==> config.mk <==
export PLATFORM = sky130hd
export DESIGN_NAME = cd_config_master
export DESIGN_NICKNAME = d
export VERILOG_FILES = /design/src/rtl/cd_config_master.sv
export SDC_FILE = /design/constraint.sdc
export NUM_CORES = 1
export LEC_CHECK = 0
export ABC_CLOCK_PERIOD_IN_PS = 1600
export BUFFER_PORTS_ARGS = -buffer_cell sky130_fd_sc_hd__buf_2
export CORE_AREA = 2 2 52 54
export DETAILED_ROUTE_END_ITERATION = 10
export DIE_AREA = 0 0 54 56
export PLACE_DENSITY = 0.69
export REMOVE_ABC_BUFFERS = 1
export SYNTH_ARGS = -nofsm -noshare
export SYNTH_HDL_FRONTEND = slang
export SYNTH_SLANG_ARGS = --single-unit
==> constraint.sdc <==
create_clock -name clk -period 1.6 [get_ports clk]
set_input_delay 0.24 -clock clk [delete_from_list [all_inputs] [get_ports clk]]
set_output_delay 0.24 -clock clk [all_outputs]
set_load 0.1 [all_outputs]
==> src/rtl/cd_config_master.sv <==
// Clock-divider configuration bus initiator.
// Accepts one host write, issues a single c_valid beat to the UART or VGA divider,
// follows the target's ready drop/rise handshake and reports done/error to the host.
module cd_config_master #(
  parameter int               WIDTH_CONFIG_ADDR   = 2,
  parameter int               WIDTH_CONFIG_DATA   = 8,
  parameter logic [WIDTH_CONFIG_ADDR-1:0] UART_BAUDRATE_ADDR  = 2'b01,
  parameter logic [WIDTH_CONFIG_ADDR-1:0] VGA_RESOLUTION_ADDR = 2'b10,
  parameter int               TIMEOUT_CYCLES      = 16
) (
  input  logic                         clk,
  input  logic                         rst,
  input  logic                         req_valid,
  output logic                         req_ready,
  input  logic [WIDTH_CONFIG_ADDR-1:0] req_addr,
  input  logic [WIDTH_CONFIG_DATA-1:0] req_data,
  output logic                         resp_done,
  output logic                         resp_err,
  output logic [1:0]                   resp_code,
  output logic [WIDTH_CONFIG_ADDR-1:0] c_addr,
  output logic [WIDTH_CONFIG_DATA-1:0] c_data,
  output logic                         c_valid,
  input  logic                         c_UART_ready,
  input  logic                         c_VGA_ready
);

  localparam int TW = $clog2(TIMEOUT_CYCLES);
  localparam logic [TW-1:0] T_LAST = TW'(TIMEOUT_CYCLES - 1);

  localparam logic [1:0] CODE_OK       = 2'b00;
  localparam logic [1:0] CODE_BAD_ADDR = 2'b01;
  localparam logic [1:0] CODE_ACK_TO   = 2'b10;
  localparam logic [1:0] CODE_DONE_TO  = 2'b11;

  typedef enum logic [1:0] {IDLE, SEND, WAIT_ACK, WAIT_DONE} state_e;

  state_e                         state_q, state_d;
  logic [WIDTH_CONFIG_ADDR-1:0]   addr_q, addr_d;
  logic [WIDTH_CONFIG_DATA-1:0]   data_q, data_d;
  logic [TW-1:0]                  timer_q, timer_d;
  logic                           resp_done_q, resp_done_d;
  logic                           resp_err_q, resp_err_d;
  logic [1:0]                     resp_code_q, resp_code_d;
  logic                           sel_rdy;

  // Only the addressed target's ready matters; the other one is ignored.
  assign sel_rdy = (addr_q == UART_BAUDRATE_ADDR) ? c_UART_ready : c_VGA_ready;

  // Next-state, latch and response logic; responses are one-cycle pulses.
  always_comb begin
    state_d     = state_q;
    addr_d      = addr_q;
    data_d      = data_q;
    timer_d     = timer_q;
    resp_done_d = 1'b0;
    resp_err_d  = 1'b0;
    resp_code_d = resp_code_q;
    case (state_q)
      IDLE: begin
        if (req_valid) begin
          addr_d = req_addr;
          data_d = req_data;
          if (req_addr == UART_BAUDRATE_ADDR || req_addr == VGA_RESOLUTION_ADDR) begin
            state_d = SEND;
          end else begin
            resp_err_d  = 1'b1;
            resp_code_d = CODE_BAD_ADDR;
          end
        end
      end
      SEND: begin
        timer_d = '0;
        state_d = WAIT_ACK;
      end
      WAIT_ACK: begin
        // Ack (ready low) takes priority over an expiring timer.
        if (!sel_rdy) begin
          state_d = WAIT_DONE;
          timer_d = '0;
        end else if (timer_q == T_LAST) begin
          state_d     = IDLE;
          timer_d     = '0;
          resp_err_d  = 1'b1;
          resp_code_d = CODE_ACK_TO;
        end else begin
          timer_d = timer_q + TW'(1);
        end
      end
      WAIT_DONE: begin
        if (sel_rdy) begin
          state_d     = IDLE;
          timer_d     = '0;
          resp_done_d = 1'b1;
          resp_code_d = CODE_OK;
        end else if (timer_q == T_LAST) begin
          state_d     = IDLE;
          timer_d     = '0;
          resp_err_d  = 1'b1;
          resp_code_d = CODE_DONE_TO;
        end else begin
          timer_d = timer_q + TW'(1);
        end
      end
      default: state_d = IDLE;
    endcase
  end

  // State and response registers; reset aborts any write silently.
  always_ff @(posedge clk or posedge rst) begin
    if (rst) begin
      state_q     <= IDLE;
      addr_q      <= '0;
      data_q      <= '0;
      timer_q     <= '0;
      resp_done_q <= 1'b0;
      resp_err_q  <= 1'b0;
      resp_code_q <= CODE_OK;
    end else begin
      state_q     <= state_d;
      addr_q      <= addr_d;
      data_q      <= data_d;
      timer_q     <= timer_d;
      resp_done_q <= resp_done_d;
      resp_err_q  <= resp_err_d;
      resp_code_q <= resp_code_d;
    end
  end

  assign req_ready = (state_q == IDLE);
  assign c_valid   = (state_q == SEND);
  assign c_addr    = c_valid ? addr_q : '0;
  assign c_data    = c_valid ? data_q : '0;
  assign resp_done = resp_done_q;
  assign resp_err  = resp_err_q;
  assign resp_code = resp_code_q;

endmodule
Word-level counts from Yosys, hierarchy flattened
Cells that the tools add are included.
{ "totals": {"wordCells": 56, "out_inout_bits": 16, "ff_bits": 20} }
{ "op_classes": {"eq_ne": 13, "n_reduce_logical": 7, "addsub": 1, "n_mux": 28} }
{ "op_table": {"columns": ["cell", "n"], "rows": [
  ["2-bit two-way mux", 12],
  ["4-bit two-way mux", 3],
  ["4-bit case mux with 3 select lines", 1],
  ["1-bit two-way mux", 8],
  ["8-bit two-way mux", 1],
  ["2-bit inequality test, second input constant", 4],
  ["2-bit case mux with 4 select lines", 1],
  ["2-bit by 1-bit == test with 1-bit output, second input constant", 3],
  ["2-bit == test, second input constant", 3],
  ["2-bit case mux with 3 select lines", 1],
  ["6-bit AND reduction", 1],
  ["3-bit nonzero test", 2],
  ["4-bit by 1-bit adder with 4-bit output, second input constant", 1],
  ["4-bit == test, second input constant", 1],
  ["2-bit AND reduction", 2],
  ["3-bit inequality test, second input constant", 1],
  ["1-bit case mux with 3 select lines", 1],
  ["2-bit logical NOT", 1],
  ["2-bit by 1-bit inequality test with 1-bit output, second input constant", 1],
  ["1-bit logical OR", 1]
]} }

Longest topological paths before layout
Gate-level depths: netlist of run 1.
{ "depth": {"depth_word": 5, "depth_mapped": 6, "ltp_nobuf": 5} }

Least setup slack after synthesis of run 1
Ideal clock, no wire load.
{ "synth_path": {"path_type": "flip-flop to flip-flop", "start": "reg state_q[1]", "end": "reg addr_q[0]", "synth_period_minus_slack_ns": 2.169, "required_ns": 1.475, "arrival_time_ns": 2.045, "path_stages_with_launch": 5, "setup_ns": 0.125, "n_path_buf": 1, "setup_slack_ns": -0.569, "cell_sequence": "dfrtp_1 nor2_2 and2_1 buf_4 mux2_2"} }
{ "synth_between": {"elab_chain_len": 2} }
{ "synth_rtl": {"columns": ["element", "line_no", "source"], "rows": [
  ["from (decl)", "37", "state_e state_q, state_d;"],
  ["from (signal assigned)", "119", "state_q <= state_d;"],
  ["2-bit logical NOT", null, null],
  ["via req_ready", "14", "output logic req_ready,"],
  ["2-bit AND reduction (no source line)", null, null],
  ["to (signal assigned)", "120", "addr_q <= addr_d;"],
  ["to (decl)", "38", "logic [WIDTH_CONFIG_ADDR-1:0] addr_q, addr_d;"]
]} }
The timed path passes the listed nets, and every way through them passes these cells.
A chain may end at the register's enable or synchronous reset.

Worst setup path after layout of run 1
{ "layout_path": {"start": "reg state_q[0]", "end": "out c_data[1]"} }
{ "layout_between": {"elab_chain_len": 2} }
{ "layout_rtl": {"columns": ["element", "line_no", "source"], "rows": [
  ["2-bit by 1-bit == test with 1-bit output", "130", "assign c_valid = (state_q == SEND);"],
  ["8-bit two-way mux", "132", "assign c_data = c_valid ? data_q : '0;"],
  ["to (decl)", "21", "output logic [WIDTH_CONFIG_DATA-1:0] c_data,"]
]} }
Every way passes these cells.

==> results of run 1 <==
routing by layer:
metal  part of all wire (%)  vias to the layer above  global-route usage (%)
li1                       -                      428                       -
met1                     43                      433                    23.1
met2                     52                       26                    32.4
met3                    5.4                        0                    5.11
met4                      0                        0                    3.21
met5                      0                        -                       0
worst reg2reg max path: cells and delay by family (launching register included):
family                 cells  cell delay, ns
and+or+nand+nor            2            0.21
buffers and inverters      2            0.35
muxes                      1            0.37
DFF                        1            0.45
layout make-up:
cell class / count / area share, %
clock buffers: 4 / 2.35
well taps: 30 / 2.43
flip-flops and latches: 20 / 32.5
repair buffers: 41 / 27.1
multi-input cells: 66 / 34.3
inverters: 4 / 1.29
power groups by stage:
| stage | Combinational (mW) | Clock, mW | Sequential (mW) |
|---|---|---|---|
| CTS | 1.94 | 0.309 | 0.866 |
| floorplan | 1.06 | 0 | 1.05 |
| detailed placement | 1.89 | 0 | 0.882 |
| finish | 1.99 | 0.299 | 0.870 |
| global route | 2.08 | 0.329 | 0.897 |
| global placement | 1.85 | 0 | 0.862 |
worst paths after layout:
check                                    endpoint  slack, ns  cells past startpoint
min reg2reg                 data_q[6]$_DFFE_PP0P_       0.52                      1
max in group asynchronous  state_q[0]$_DFFE_PP0P_       0.87                      4
min                         data_q[5]$_DFFE_PP0P_       0.17                      2
min in group asynchronous   data_q[3]$_DFFE_PP0P_       0.49                      4
max reg2reg                 data_q[0]$_DFFE_PP0P_       0.11                      5
max                                     c_data[1]       0.05                      3
registers in the layout, indices dropped and copies added, names as in the netlist:
signal / count
data_q: 8
timer_q: 4
addr_q: 2
resp_code: 2
state_q: 2
resp_done: 1
resp_err: 1
through the flow:
stage	area, um2	setup TNS, ns
6_report	1550	0
5_1_grt	1550	-0.000347
4_1_cts	1520	0
3_5_place_dp	1450	0
3_3_place_gp	1450	0
2_1_floorplan	1030	-11.30
cell families (layout without fill, tap and decap cells):
logic type      after synthesis  in the layout  synth area share [%]
compound gates               20             20                  15.4
simple gates                 30             30                  16.9
xor+xnor                      4              4                  3.30
flops                        20             20                  47.2
buf+inv                      10             49                  4.36
mux                          10             10                  10.6
fa+ha+maj                     2              2                  2.24
what timing repair did:
action                                  in CTS  in global routing
hold buffers                                 1                  0
hold endpoints to repair                    20                  0
setup buffers                                2                  1
endpoints found under the setup margin      10                  7
gates resized for setup                      4                  6
layout by cell type (no fill, tap or decap), types with 3 or more instances in the layout:
cell type / count
and3_1: 8
buf_4: 9
dfrtp_1: 18
o21ai_0: 3
nand2_1: 3
clkbuf_4: 3
buf_2: 18
nor2_1: 4
mux2_2: 10
a32o_1: 3
buf_12: 12
==> results.yml, run 1 <==
timing:
  worstMarginPinSlew_ns: 0.483
  setup_viol: 0
  fin_ws_ns: 0.0479
  fin_crit_ns: 1.55
  finalCritPeriodShare_pct: 97.0
  rsz0062_at_grt: "yes"
  fin_skew_ns: 0.00809
  hold_ws_ns: 0.167
  hold_violations: 0
  relSlewSlack_pct: 68.0
  clock.fmax_mhz: 644
  drv_slew: 0
power:
  p_clk_share_pct: 9.5
  comb_power_share_pct: 63.0
  p_seq_share_pct: 27.6
  intPower_mw: 1.62
  p_sw_share_pct: 48.6
  finalPower_mw: 3.16
  power_density_nw_per_um2: 2040
  switchingPower_mw: 1.53
  leakagePower_nw: 0.720
  vdd_drop_max_mv: 1.29
synthesis:
  synth-edff-count: 0
  synth.cell_area_um2: 1060
  ys_top_cells_by_count: "dfrtp_1, and3_1, mux2_2, nor2_1"
  synthTopCellsByArea: "dfrtp_1, mux2_2, and3_1"
  ys_seq_area_share_pct: 47.2
  synth.distinct_cells: 35
  synth_seq_cells: 20
  synthArstFlopShare_pct: 100
  synth_area_leader_cell: "dfrtp_1"
  synth_warnings: 0
  synth_top_area_share_pct: 47.2
  synth_cells: 96
  synth_ff_type: "dfrtp_1"
  yosysMostFrequentCell: "dfrtp_1"
  syn_area_per_cell_um2: 11.1
worst_setup_path:
  slowest_stage: "dfrtp_2"
  cp_cell_sequence: "buf_4 > and3_1 > buf_12"
  crit_buf_inv: 2
  worstReg2RegStart: "state_q[0]$_DFFE_PP0P_"
  cp.arrival_ns: 1.31
  path_delay_family: "flip-flops"
  cp-start-kind: "flop"
  critPathMaxFanout: 11
  crit_path_max_incr_delay_ns: 0.45
  cp-startpoint: "state_q[0]$_DFFE_PP0P_"
  cp-end-kind: "output pin"
  crit_type: "flop to output pin"
  critPathRequiredTime_ns: 1.36
global_route:
  grt_pass1_vias: 938
  grt_usage_pct: 18.8
  antenna_found_initial: 0
  grt_pass1_wl_mm: 4.20
  grt-ovfl-total: 0
  grt_max_degree: 21
finish:
  seq_area_um2: 503
  layout-drive-gt1-share_pct: 50.4
  multi_input_area_um2: 531
  fill_cells: 201
  final_util_pct: 63.6
  fin_nets: 152
  fin_cells: 165
  area_delta_synth_final_pct: 45.8
  num_antenna_cells: 0
routing:
  wl_mm: 2.56
  post_drt_via_cell_ratio: 5.38
  vias: 887
  drt_iter0_drc: 8
  wl_per_cell_um: 15.5
  first_pass_iters: 3
  drc: 0
  postRouteAntennaNets: 0
clocking:
  clkLatencyLatePin_ns: 0.30
  cts_root_buffer: "clkbuf_4"
  tritoncts: "yes"
  htree_levels: 1
  cts.path.max_buffers: 2
  cts.sinks: 20
  cts_buffers: 3
  path_clk_slew_ns: 0.12
floorplan:
  ios: 31
  dieArea_um2: 3020
  fp.dieW_um: 54
  core-area_um2: 2430
  rows: 18
  die_h_um: 56
  initial_core_util_pct: 43.6
job:
  maxCapViolCount: 0
place:
  placed_cells: 157
  place_congestion: 0.796
  dpl.hpwl_mm: 1.94
  io_buffers: 30
  place_ws_ns: 0.0887
outcome:
  outcome: "finished clean"
hold_path:
  hold_path_class: "input pin to flop"
  hp-start: "req_data[5]"
Note: power is estimated with default switching activity, not from simulation.
==> run 2, diff against run 1 <==
--- a/config.mk
+++ b/config.mk
@@ -7,9 +7,9 @@
 export LEC_CHECK = 0
 export ABC_CLOCK_PERIOD_IN_PS = 1600
 export BUFFER_PORTS_ARGS = -buffer_cell sky130_fd_sc_hd__buf_2
-export CORE_AREA = 2 2 52 54
+export CORE_AREA = 3 3 53 55
 export DETAILED_ROUTE_END_ITERATION = 10
-export DIE_AREA = 0 0 54 56
+export DIE_AREA = 0 0 56 58
 export PLACE_DENSITY = 0.69
 export REMOVE_ABC_BUFFERS = 1
 export SYNTH_ARGS = -nofsm -noshare
==> results.yml, run 2 (synthesis gave the netlist of run 1 again) <==
outcome:
  outcome: "finished clean"
worst_setup_path:
  cp-start-kind: "flop"
  cp-end-kind: "output pin"
  critPathMaxFanout: 13
  critPathRequiredTime_ns: 1.36
  cp.arrival_ns: 1.32
  regToRegEndpoint: "data_q[3]$_DFFE_PP0P_"
  cp-startpoint: "state_q[1]$_DFFE_PP0P_"
  worstReg2RegStart: "state_q[0]$_DFFE_PP0P_"
  crit_type: "flop to output pin"
  rrSetupSlack_ns: 0.12
  cp-endpoint: "c_data[5]"
  rr_worst_depth: 5
power:
  p_seq_share_pct: 27.6
  power_density_nw_per_um2: 2020
  p_clk_share_pct: 9.6
  intPower_mw: 1.60
  vdd_drop_max_mv: 1.23
  leakagePower_nw: 0.712
  switchingPower_mw: 1.52
  comb_power_share_pct: 62.8
  p_sw_share_pct: 48.6
  finalPower_mw: 3.12
clocking:
  clkLatencyLatePin_ns: 0.30
  path_clk_slew_ns: 0.12
  cts_buffers: 3
  cts.sinks: 20
  tritoncts: "yes"
  htree_levels: 1
  cts_root_buffer: "clkbuf_4"
  cts.path.max_buffers: 2
finish:
  layout-drive-gt1-share_pct: 50.4
  top_regs: "data_q x8, timer_q x4"
  final_cell_area_um2: 1540
  fin_cells: 163
  num_antenna_cells: 0
  area_delta_synth_final_pct: 45.3
  layout_common_cells: "dfrtp_1, buf_2, buf_12"
  largest-register: "data_q"
  largest_reg_flops: 8
  fin_nets: 150
floorplan:
  core-area_um2: 2430
  rows: 18
  dieArea_um2: 3250
  fp.dieW_um: 56
  initial_core_util_pct: 43.6
  die_h_um: 58
  ios: 31
place:
  io_buffers: 30
  place_congestion: 0.817
  place_ws_ns: 0.109
  placed_cells: 155
  placed_area_um2: 1450
  dpl.hpwl_mm: 1.81
timing:
  worstMarginPinSlew_ns: 0.487
  fin_crit_ns: 1.56
  drv_slew: 0
  hold_ws_ns: 0.160
  relSlewSlack_pct: 67.8
  hold_violations: 0
  setup_viol: 0
  rsz0062_at_grt: "yes"
  fin_skew_ns: 0.00228
  finalCritPeriodShare_pct: 97.3
  clock.fmax_mhz: 642
  fin_ws_ns: 0.0431
hold_path:
  hp-start: "req_data[2]"
  hold_path_class: "input pin to flop"
global_route:
  grt_max_degree: 21
  grt_usage_pct: 16.5
  grt_pass1_wl_mm: 4.17
  grt-ovfl-total: 0
  grt_pass1_vias: 945
  antenna_found_initial: 0
routing:
  drt_iter0_drc: 8
  first_pass_iters: 4
  vias: 897
  drc: 0
  wl_mm: 2.48
  wl_per_cell_um: 15.2
  postRouteAntennaNets: 0
  post_drt_via_cell_ratio: 5.50
job:
  maxCapViolCount: 0
==> run 2: metal layers <==
layer | part of all wire, % | global-route usage, %
met4 | 1.2 | 3.73
met5 | 0 | 0
met1 | 41 | 19.6
met2 | 50 | 28.2
met3 | 7.2 | 6.46
==> run 2: worst min path at each step <==
stage / slack, ns / endpoint / cells past startpoint
global route: 0.14 / data_q[2]$_DFFE_PP0P_ / 2
finish: 0.16 / data_q[2]$_DFFE_PP0P_ / 2
CTS: 0.16 / data_q[2]$_DFFE_PP0P_ / 2
detailed placement: 0.29 / data_q[5]$_DFFE_PP0P_ / 3
global placement: 0.28 / data_q[5]$_DFFE_PP0P_ / 3
floorplan: 0.20 / addr_q[0]$_DFFE_PP0P_ / 1
==> run 2: per-stage QoR <==
stage | utilization [%] | TNS [ns]
floorplan | - | -11.30
global placement | 59.5 | 0
detailed placement | 59.5 | 0
CTS | 62.2 | 0
global route | 63.4 | -0.0436
finish | 63.4 | 0
==> run 2: power by group through the flow <==
stage	logic (mW)	registers (mW)	clock network, mW
final	1.96	0.861	0.301
after global routing	2.06	0.891	0.331
after CTS	1.92	0.856	0.305
after detailed placement	1.85	0.885	0
after global placement	1.82	0.864	0
after floorplan	1.06	1.05	0
==> run 2: final cells by class <==
cell class / count / area [um2]
multi-input cells: 66 / 528
clock buffers: 4 / 36.3
fillers: 211 / 891
well taps: 30 / 37.5
inverters: 4 / 20.0
repair buffers: 39 / 417
flip-flops and latches: 20 / 503
==> run 2: critical path: stages (launching register included) <==
cell,delay (ns)
dfrtp_2,0.49
inv_6,0.12
and3_1,0.22
buf_12,0.19
==> run 2: timing repair <==
action                                  CTS  global route
hold endpoints to repair                 20             0
gates resized for setup                   4             6
endpoints found under the setup margin   11            14
setup buffers                             2             1
hold buffers                              1             0
